--- src/rtl/prog_dumper.sv ---
// Memory dumper: reads a range of bytes over a simple read strobe and sends each byte,
// followed by an 8-bit additive checksum, as 8N1 UART frames gated by the host's CTS.
module prog_dumper #(
  parameter int unsigned CLKS_PER_BIT = 104,
  parameter int unsigned READ_CYCLES  = 2
) (
  input  logic        clk,
  input  logic        n_reset,
  input  logic        start,
  input  logic [20:0] first_adr,
  input  logic [21:0] count,
  output logic [20:0] adr,
  output logic        read,
  input  logic [7:0]  data,
  input  logic        cts_in,
  output logic        tx,
  output logic        busy,
  output logic        done
);

  localparam int unsigned TmrW = $clog2(CLKS_PER_BIT);
  localparam int unsigned RdW  = (READ_CYCLES > 1) ? $clog2(READ_CYCLES) : 1;

  localparam logic [TmrW-1:0] TmrLast  = TmrW'(CLKS_PER_BIT - 1);
  localparam logic [RdW-1:0]  RdLast   = RdW'(READ_CYCLES - 1);
  localparam logic [21:0]     MaxCount = 22'h200000;
  localparam logic [3:0]      StopIdx  = 4'd9;

  typedef enum logic [2:0] {
    StIdle,
    StRead,
    StWait,
    StTx,
    StNext,
    StSum,
    StFin
  } state_e;

  state_e          r_state;
  state_e          w_state_next;

  logic [20:0]     r_adr;
  logic [21:0]     r_remaining;
  logic [7:0]      r_sum;
  logic [7:0]      r_byte;
  logic            r_last;
  logic [RdW-1:0]  r_rd_cnt;
  logic [TmrW-1:0] r_bit_tmr;
  logic [3:0]      r_bit_idx;

  logic [21:0]     w_count;
  logic            w_rd_last;
  logic            w_bit_end;
  logic            w_frame_end;
  logic [3:0]      w_idx_m1;

  assign w_count     = (count > MaxCount) ? MaxCount : count;
  assign w_rd_last   = (r_rd_cnt == RdLast);
  assign w_bit_end   = (r_bit_tmr == TmrLast);
  assign w_frame_end = w_bit_end && (r_bit_idx == StopIdx);
  assign w_idx_m1    = r_bit_idx - 4'd1;
  assign adr         = r_adr;

  always_ff @(posedge clk) begin
    if (!n_reset) begin
      r_state <= StIdle;
    end else begin
      r_state <= w_state_next;
    end
  end

  always_comb begin
    w_state_next = r_state;
    unique case (r_state)
      StIdle: begin
        if (start) begin
          w_state_next = (w_count != 22'd0) ? StRead : StWait;
        end
      end
      StRead: begin
        if (w_rd_last) begin
          w_state_next = StWait;
        end
      end
      StWait: begin
        if (cts_in) begin
          w_state_next = StTx;
        end
      end
      StTx: begin
        if (w_frame_end) begin
          w_state_next = r_last ? StFin : StNext;
        end
      end
      StNext: begin
        w_state_next = (r_remaining != 22'd1) ? StRead : StSum;
      end
      StSum: begin
        w_state_next = StWait;
      end
      StFin: begin
        w_state_next = StIdle;
      end
    endcase
  end

  always_comb begin
    tx   = 1'b1;
    read = 1'b0;
    busy = 1'b0;
    done = 1'b0;
    unique case (r_state)
      StIdle: begin
        busy = 1'b0;
      end
      StRead: begin
        read = 1'b1;
        busy = 1'b1;
      end
      StTx: begin
        busy = 1'b1;
        if (r_bit_idx == 4'd0) begin
          tx = 1'b0;
        end else if (r_bit_idx <= 4'd8) begin
          tx = r_byte[w_idx_m1[2:0]];
        end
      end
      StWait, StNext, StSum: begin
        busy = 1'b1;
      end
      StFin: begin
        done = 1'b1;
      end
    endcase
  end

  // r_adr is loaded only on the way into READ, so adr holds between accesses.
  always_ff @(posedge clk) begin
    if (!n_reset) begin
      r_adr       <= '0;
      r_remaining <= '0;
      r_sum       <= '0;
      r_byte      <= '0;
      r_last      <= 1'b0;
      r_rd_cnt    <= '0;
      r_bit_tmr   <= '0;
      r_bit_idx   <= '0;
    end else begin
      unique case (r_state)
        StIdle: begin
          if (start) begin
            r_remaining <= w_count;
            r_sum       <= '0;
            r_byte      <= '0;
            r_last      <= (w_count == 22'd0);
            r_rd_cnt    <= '0;
            if (w_count != 22'd0) begin
              r_adr <= first_adr;
            end
          end
        end
        StRead: begin
          if (w_rd_last) begin
            r_rd_cnt <= '0;
            r_byte   <= data;
            r_sum    <= r_sum + data;
          end else begin
            r_rd_cnt <= r_rd_cnt + 1'b1;
          end
        end
        StWait: begin
          r_bit_tmr <= '0;
          r_bit_idx <= '0;
        end
        StTx: begin
          if (w_bit_end) begin
            r_bit_tmr <= '0;
            r_bit_idx <= w_frame_end ? 4'd0 : r_bit_idx + 4'd1;
          end else begin
            r_bit_tmr <= r_bit_tmr + 1'b1;
          end
        end
        StNext: begin
          r_remaining <= r_remaining - 22'd1;
          if (r_remaining != 22'd1) begin
            r_adr <= r_adr + 21'd1;
          end
        end
        StSum: begin
          r_byte <= r_sum;
          r_last <= 1'b1;
        end
        StFin: begin
          r_last <= 1'b0;
        end
      endcase
    end
  end

endmodule
--- config.mk ---
export PLATFORM = sky130hd
export DESIGN_NAME = prog_dumper
export DESIGN_NICKNAME = d
export VERILOG_FILES = /design/src/rtl/prog_dumper.sv
export SDC_FILE = /design/constraint.sdc
export NUM_CORES = 1
export LEC_CHECK = 0
export CAP_MARGIN = 20
export CORE_ASPECT_RATIO = 2
export CORE_UTILIZATION = 55
export CTS_BUF_LIST = sky130_fd_sc_hd__clkbuf_2
export DETAILED_ROUTE_END_ITERATION = 8
export PLACE_DENSITY_LB_ADDON = 0.2
export SYNTH_ARGS = -nofsm -noshare
export SYNTH_HDL_FRONTEND = slang
export SYNTH_SLANG_ARGS = --single-unit
--- constraint.sdc ---
create_clock -name clk -period 4.5 [get_ports clk]
set_input_delay 0.9 -clock clk [delete_from_list [all_inputs] [get_ports clk]]
set_output_delay 0.9 -clock clk [all_outputs]
set_load 0.005 [all_outputs]
## Word level (Yosys, flattened, before mapping)

Index checks and enable logic that the tools add are counted.

- Register bits: 75
- Input port bits: 55

- Add/subtract/negate cells: 7
- $lt $le $gt $ge: 3
- Equal/unequal tests: 16
- Mux-type cells: 38
- Reduce and logical (&&, ||, !) cells: 19

Operators with widths:

| operator | number |
|---|---|
| $mux W21 | 3 |
| $mux W22 | 2 |
| $pmux W22 S2 | 1 |
| $pmux W21 S2 | 1 |
| $mux W8 | 3 |
| $pmux W8 S3 | 1 |
| $gt A22 B22 Y1 const B | 1 |
| $logic_not A22 Y1 | 1 |
| $ne A22 B1 Y1 const B | 1 |
| $reduce_bool A22 Y1 | 1 |
| $sub A22 B1 Y22 const B | 1 |
| $add A21 B1 Y21 const B | 1 |
| $pmux W3 S7 | 1 |
| $pmux W8 S2 | 1 |
| $mux W3 | 5 |
| $ne A2 B2 Y1 const B | 7 |
| $pmux W7 S2 | 1 |
| $mux W1 | 10 |
| $eq A3 B3 Y1 const B | 3 |
| $add A8 B8 Y8 | 1 |
| $mux W4 | 2 |
| $pmux W4 S2 | 1 |
| $reduce_and A2 Y1 | 4 |
| $reduce_and A4 Y1 | 2 |
| other kinds (22) | 28 |

## Logic depth before layout (Yosys ltp)

Gate-level depths: netlist of the first run.

- Word-level depth: 6
- Depth in mapped cells: 8
- Gate-level depth less buffers: 8

## Worst setup path after synthesis of the first run

OpenSTA, ideal clock, no wires.

- Path kind: register to output
- Start: register r_bit_idx[0]
- End: output port tx
- Data arrival time: 1.690 ns
- Path slack: 1.910 ns
- Cell stages (with the launch flop): 7
- Path buffers: 0
- Path through: dfxtp_1 inv_1 ha_1 mux4_2 maj3_1 o22ai_1 nand2_1

- Longest elaborated chain between the ends: 6
- Elaborated cells between the ends (all ways): 8

RTL lines:

| what | RTL line | text |
|---|---|---|
| from (decl) | 49 | `logic [3:0] r_bit_idx;` |
| from (signal assigned) | 178 | `r_bit_idx <= w_frame_end ? 4'd0 : r_bit_idx + 4'd1;` |
| $sub A3 B1 Y3 | 61 | `assign w_idx_m1 = r_bit_idx - 4'd1;` |
| $bmux W1 S3 | 125 | `tx = r_byte[w_idx_m1[2:0]];` |
| $mux W1 (implied by the code) | 125 |  |
| $mux W1 | 124 | `end else if (r_bit_idx <= 4'd8) begin` |
| $mux W1 (*) | 122 | `if (r_bit_idx == 4'd0) begin` |
| $mux W1 (*) | 112 | `unique case (r_state)` |
| to (decl) | 16 | `output logic tx,` |

Mark *: on every way between the ends. The rest lies on a longest branch, timed or not. The select of a mux whose other input is x is not followed.

## Worst setup path in the final report of the first run

Ends and elaborated chain as after synthesis.

==> results.md, run 1 <==
- Status: finished, final reports clean
- Int Power: 1110 µW
- Grt ovf: 0
- Final Power: 1820 µW
- DR vias/cell: 6.33
- CTS tree: done
- Seq pwr share: 0.459
- Count of final hold-check violations: 0
- Syn Std Cell Area: 4660 µm²
- Crit path buffers/inverters: 2
- Syn Inst Count: 590
- Syn-to-layout area delta: 19.3%
- Setup TNS Final: 0 ns
- Cell variety after synth: 74
- Slowest stage delay, CP: 0.52 ns
- Setup Crit Path Kind: reg2out
- Total core area: 8230 µm²
- Crit share post-route: 0.858
- Worst setup EP type: output pin
- Global-route wire length before repair: 20,500 µm
- Rows: 47
- Die area: 8870 µm²
- Fmax: 0.259 GHz
- Post-CTS Setup Bufs: 0
- Critical Path Fanout Max: 6
- CP top delay family: adder cells
- Final nets: 724
- Clock share of power: 0.170
- Count of final setup violators: 0
- Max-cap violation count: 0
- GPL Wtd Cong: 0.897
- Initial DRC count: 509
- Net Switching: 704 µW
- Layout cells sized above 1: 0.0881
- Synth Flop Type: dfxtp_1
- Via count: 4,794
- # DRC: 0
- Port-buffer cells: 79
- Ys async rst share: 0
- Final wirelength: 12,500 µm
- DIE WIDTH: 67.1 µm
- Clock-pin slew on the worst setup and hold paths: 0.19 ns
- Post-Syn Nets: 660
- Yosys reg bits: 75
- Avg Inst Size Synth: 7.90 µm²
- Final Skew: 0.0201 ns
- Combinational share of power: 0.371
- Initial DRT Pass Iterations: 6
- Power per Cell Area: 327 nW/µm²
- Largest net degree at the start of global routing: 55
- Gr usage total: 0.297
- Root buffer cell: clkbuf_2
- CP Data Arrival Time: 2.96 ns
- CP max stage cell: dfxtp_1
- Max rail drop VDD: 0.219 mV
- Startpoint Class: flip-flop
- I/O pin cnt: 80
- Drt wl/cell: 16.5 µm
- Post-synth EDFFs: 0
- Final HPWL DP: 8760 µm
- CTS Buf Count: 9
- Vias in the first global route: 4,576
- Sequential share of the synthesized area: 0.322
- Crit-path cells: inv_1 -> ha_1 -> mux4_2 -> maj3_1 -> o22ai_1 -> nand2_1 -> clkdlybuf4s50_1
- Worst Tran Pin Value: 1.01 ns
- Clock tree buffer depth: 2
- Final min period: 3.86 ns
- Util after Layout: 0.675
- Hold Path Class: reg2reg
- # hold bufs at CTS: 0
- Sw Ratio: 0.388
- Initial core utilization: 0.566
- Sink Count: 75
- Worst path required time: 3.60 ns
- CTS resizes: 0
- Slew HR: 0.326
- Count of final max-slew check failures: 0
- Total number of H-tree levels: 3
- Die height: 132 µm
- Clk_lat worst skew: 0.58 ns
- Synth Warn #: 0
- Post-DRT Antenna Nets: 0
- LEAKAGE: 0.00200 µW
- Antenna violations before repair: 1
- RSZ-0062 raised after global routing: false
- Hold WS: 0.487 ns
final timing paths:
check,startpoint,slack (ns),endpoint,cells after the start
setup / recovery,r_bit_idx[0],0.64,tx,7
hold / removal,adr[20],0.49,adr[20],2
setup reg to reg,r_state[2],1.67,r_remaining[14],7
hold reg to reg,adr[20],0.49,adr[20],2
power by group through the flow:
stage          clock network [µW]  registers, µW  logic (µW)
2_1_floorplan                   0            808         475
3_3_place_gp                    0            843         651
3_5_place_dp                    0            845         666
4_1_cts                       316            830         670
5_1_grt                       338            846         740
6_report                      308            834         673
sequential cells by signal (all words and copies together) (netlist names):
name         count
adr             21
r_bit_idx        4
r_bit_tmr        7
r_byte           8
r_last           1
r_rd_cnt         1
r_remaining     22
r_state          3
r_sum            8
cells in the final DEF, fill, tap and decap left out, types with 4 or more instances in the layout:
cell type        instances
o311ai_0                 4
o21a_1                   4
dfxtp_1                 75
o21ai_0                 16
ha_1                    14
o21ai_2                  7
and3_1                   6
nor3_1                  17
a31oi_1                  9
nor2_1                  69
nand2_1                 76
nand4_1                  8
a21oi_2                  7
a311oi_1                 4
a22oi_1                 10
nor3b_1                  4
xnor2_1                  6
o31ai_1                 14
o21ai_1                  5
nor4_1                  11
nand2b_1                 5
or3_1                    6
o211ai_1                 4
inv_1                   13
buf_4                    8
clkbuf_2                10
xor2_1                   6
a21oi_1                 45
mux2i_1                 19
a222oi_1                 4
nand3_1                 26
clkdlybuf4s50_1         79
stage by stage:
stage	cell area [µm²]	instances	setup slack [ns]
5_1_grt	5560	757	0.508
2_1_floorplan	4660	590	1.91
3_5_place_dp	5480	741	1.05
4_1_cts	5550	756	0.635
6_report	5560	757	0.638
3_3_place_gp	5480	741	1.07
per-layer routing:
layer / up-vias / wire, µm / global-route usage
met4: 0 / 515 / 0.183
li1: 2310 / - / -
met3: 44 / 528 / 0.0389
met2: 166 / 6550 / 0.505
met1: 2274 / 4870 / 0.335
met5: - / 0 / 0
worst min-delay path: cells and delay by family, from the launching register on:
kind,cells,cell delay [ns]
flip-flops,1,0.36
AND/OR/NAND/NOR,1,0.06
AO/OA/AOI/OAI,1,0.05
logic make-up after synthesis:
| group | after synthesis | synth area share |
|---|---|---|
| muxes | 25 | 0.0601 |
| DFF | 75 | 0.322 |
| adders and majority gates | 16 | 0.0440 |
| xor gates and xnor gates | 12 | 0.0226 |
| AOI/OAI and AO/OA | 162 | 0.241 |
| buffers and inverters | 48 | 0.0446 |
| and+or+nand+nor | 252 | 0.266 |
Yosys cell counts, drive strengths merged (2+ instances only):
cell / n / share of area
a211oi: 3 / 0.0059
buf: 9 / 0.013
a222oi: 4 / 0.0086
xnor2: 6 / 0.011
o22ai: 3 / 0.0040
nor2: 70 / 0.057
nand2b: 5 / 0.0067
a31o: 3 / 0.0056
a41oi: 2 / 0.0038
dfxtp: 75 / 0.32
inv: 14 / 0.011
o211ai: 4 / 0.0064
a21oi: 52 / 0.061
clkbuf: 25 / 0.020
nand3: 26 / 0.028
a221oi: 3 / 0.0056
a2bb2oi: 2 / 0.0075
a311oi: 4 / 0.0075
and2: 3 / 0.0040
mux2i: 19 / 0.041
o21ai: 28 / 0.036
o32ai: 2 / 0.0038
nor3: 18 / 0.020
nand4: 9 / 0.015
xor2: 6 / 0.011
ha: 14 / 0.038
or3: 7 / 0.0097
nor4: 13 / 0.024
or2: 2 / 0.0027
and3: 6 / 0.0081
nand3b: 2 / 0.0032
mux2: 4 / 0.0097
o311ai: 4 / 0.0075
o21a: 4 / 0.0064
a31oi: 9 / 0.012
a21o: 2 / 0.0032
a22oi: 10 / 0.016
or4: 5 / 0.0086
nand2: 77 / 0.063
nor3b: 5 / 0.0081
mux4: 2 / 0.0097
o31ai: 14 / 0.023
final cells by class:
class / count / area (µm²)
diodes: 1 / 2.50
clock buffers: 10 / 50.0
clock inverters: 5 / 21.3
fillers: 730 / 2680
inverters: 14 / 52.6
multi-input cells: 467 / 2960
flip-flops and latches: 75 / 1500
well taps: 98 / 123
repair buffers: 87 / 851
(Power assumes the default switching activity.)
==> inputs of run 2 (changes only) <==
CORE_UTILIZATION = 30   (was 55)
==> run 2 against run 1 <==
  * Combinational power rose by 1%
  * First-iteration DRC count down 44%
  * Register-to-register slack gained 0.09 ns
  * Clock power rose by 41%
  * Fmax up 0.43%
  * Non-clock buffer count did not move
  * Cell area rose by 3.3%
  * Core utilization shrank 30 points
  * Global-route usage down 12 points
  * Sequential share of layout area decreased by 0.87 points
  * Worst setup slack improved by 0.017 ns
  * Largest power group unchanged
  * Highest routed layer unchanged
==> results.md, run 2 (same netlist as run 1, synthesis figures left out) <==
- Crit share post-route: 0.855
- Status: finished, final reports clean
- CTS Buf Count: 9
- Setup TNS Final: 0 ns
- # hold bufs at CTS: 0
- Vias in the first global route: 4,606
- Final min period: 3.85 ns
- Net Switching: 725 µW
- Via count: 4,675
- Worst setup EP type: output pin
- Hold Path Class: reg2reg
- CTS resizes: 0
- Rows: 64
- I/O pin cnt: 80
- Grt ovf: 0
- Final wirelength: 13,900 µm
- LEAKAGE: 0.00202 µW
- CP max stage cell: dfxtp_1
- Slowest stage delay, CP: 0.54 ns
- Count of final setup violators: 0
- Commonest cells after routing, fill and taps aside: clkdlybuf4s50_1 (79), nand2_1 (76), dfxtp_1 (75)
- GPL Wtd Cong: 0.783
- Worst path required time: 3.60 ns
- Hold WS: 0.484 ns
- Clock share of power: 0.223
- Placed insts: 841
- Die area: 16,100 µm²
- Final HPWL DP: 10,200 µm
- Initial DRT Pass Iterations: 5
- Startpoint Class: flip-flop
- Sw Ratio: 0.371
- Crit-path cells: inv_1 -> ha_1 -> mux4_2 -> maj3_1 -> o22ai_1 -> nand2_1 -> clkdlybuf4s50_1
- Clock-pin slew on the worst setup and hold paths: 0.20 ns
- Post-CTS Setup Bufs: 0
- DR vias/cell: 5.45
- Root buffer cell: clkbuf_2
- Max FFs per register: 22
- Fmax: 0.260 GHz
- Drt wl/cell: 16.2 µm
- Layout cells sized above 1: 0.0910
- DIE WIDTH: 90.1 µm
- Final Skew: 0.0399 ns
- Post-DRT Antenna Nets: 0
- Reg with most FFs: r_remaining
- # DRC: 0
- Int Power: 1230 µW
- Slew HR: 0.422
- Antenna violations before repair: 1
- CP Data Arrival Time: 2.95 ns
- Initial DRC count: 285
- Max rail drop VDD: 0.156 mV
- Count of final hold-check violations: 0
- Power per Cell Area: 340 nW/µm²
- RSZ-0062 raised after global routing: false
- Total number of H-tree levels: 3
- Clock tree buffer depth: 2
- Worst Tran Pin Value: 0.860 ns
- Global-route wire length before repair: 22,400 µm
- Final nets: 724
- Largest net degree at the start of global routing: 56
- Total core area: 15,200 µm²
- Die height: 178 µm
- Gr usage total: 0.175
- Sink Count: 75
- CTS tree: done
- Combinational share of power: 0.348
- Commonest non-fill, non-tap cell in the layout: clkdlybuf4s50_1
- Initial core utilization: 0.306
- Max-cap violation count: 0
- Critical Path Fanout Max: 6
- Port-buffer cells: 79
- Non-Filler Instances: 858
- Setup Crit Path Kind: reg2out
- Seq pwr share: 0.429
- Clk_lat worst skew: 0.55 ns
- Syn-to-layout area delta: 23.2%
- Count of final max-slew check failures: 0
- Final Power: 1950 µW
==> run 2: cell types whose count changed in the layout (fill, tap and decap cells not counted), sizes merged <==
cell      delta
clkinvlp     +1
bufinv       +2
clkinv       -2
==> run 2: worst max-delay path, delay by kind of cell, from the launching register on <==
family	cells	cell delay, ns
flops	1	0.54
mux	1	0.33
buf+inv	2	0.59
compound gates	1	0.16
fa+ha+maj	2	0.74
simple gates	1	0.07
==> run 2: area by class of cell <==
cell class	instances	area, µm²
Fill cell	1611	9470
Multi-Input combinational cell	467	2960
Sequential cell	75	1500
Timing Repair Buffer	87	851
Tap cell	198	248
Clock inverter	6	80.1
Inverter	14	52.6
Clock buffer	10	50.0
Antenna cell	1	2.50
==> run 2: path summary, 6_finish.rpt <==
| path | startpoint | to | slack (ns) | depth (start not counted) |
|---|---|---|---|---|
| setup / recovery | r_bit_idx[0] | tx | 0.65 | 7 |
| hold / removal | r_bit_tmr[1] | r_bit_tmr[1] | 0.48 | 2 |
| setup reg to reg | r_state[2] | r_remaining[14] | 1.76 | 7 |
| hold reg to reg | r_bit_tmr[1] | r_bit_tmr[1] | 0.48 | 2 |
==> run 2: through the flow <==
step           setup slack [ns]  cell area (µm²)  utilization
2_1_floorplan              1.91             4660            -
3_3_place_gp              0.966             5610        0.369
3_5_place_dp              0.944             5610        0.369
4_1_cts                   0.553             5740        0.377
5_1_grt                   0.459             5740        0.377
6_report                  0.655             5740        0.377
==> run 2: power groups by stage <==
stage	sequential (µW)	clock (µW)	combinational (µW)
finish	837	435	680
global route	850	475	749
CTS	837	449	686
detailed placement	851	0	682
global placement	848	0	676
floorplan	808	0	475
==> run 2: layer usage <==
| layer | wire length (µm) | up-vias | global-route usage |
|---|---|---|---|
| met3 | 527 | 32 | 0.0264 |
| met4 | 605 | 0 | 0.108 |
| met1 | 5270 | 2218 | 0.180 |
| met2 | 7530 | 116 | 0.329 |
| li1 | - | 2309 | - |
| met5 | 0 | - | 0 |
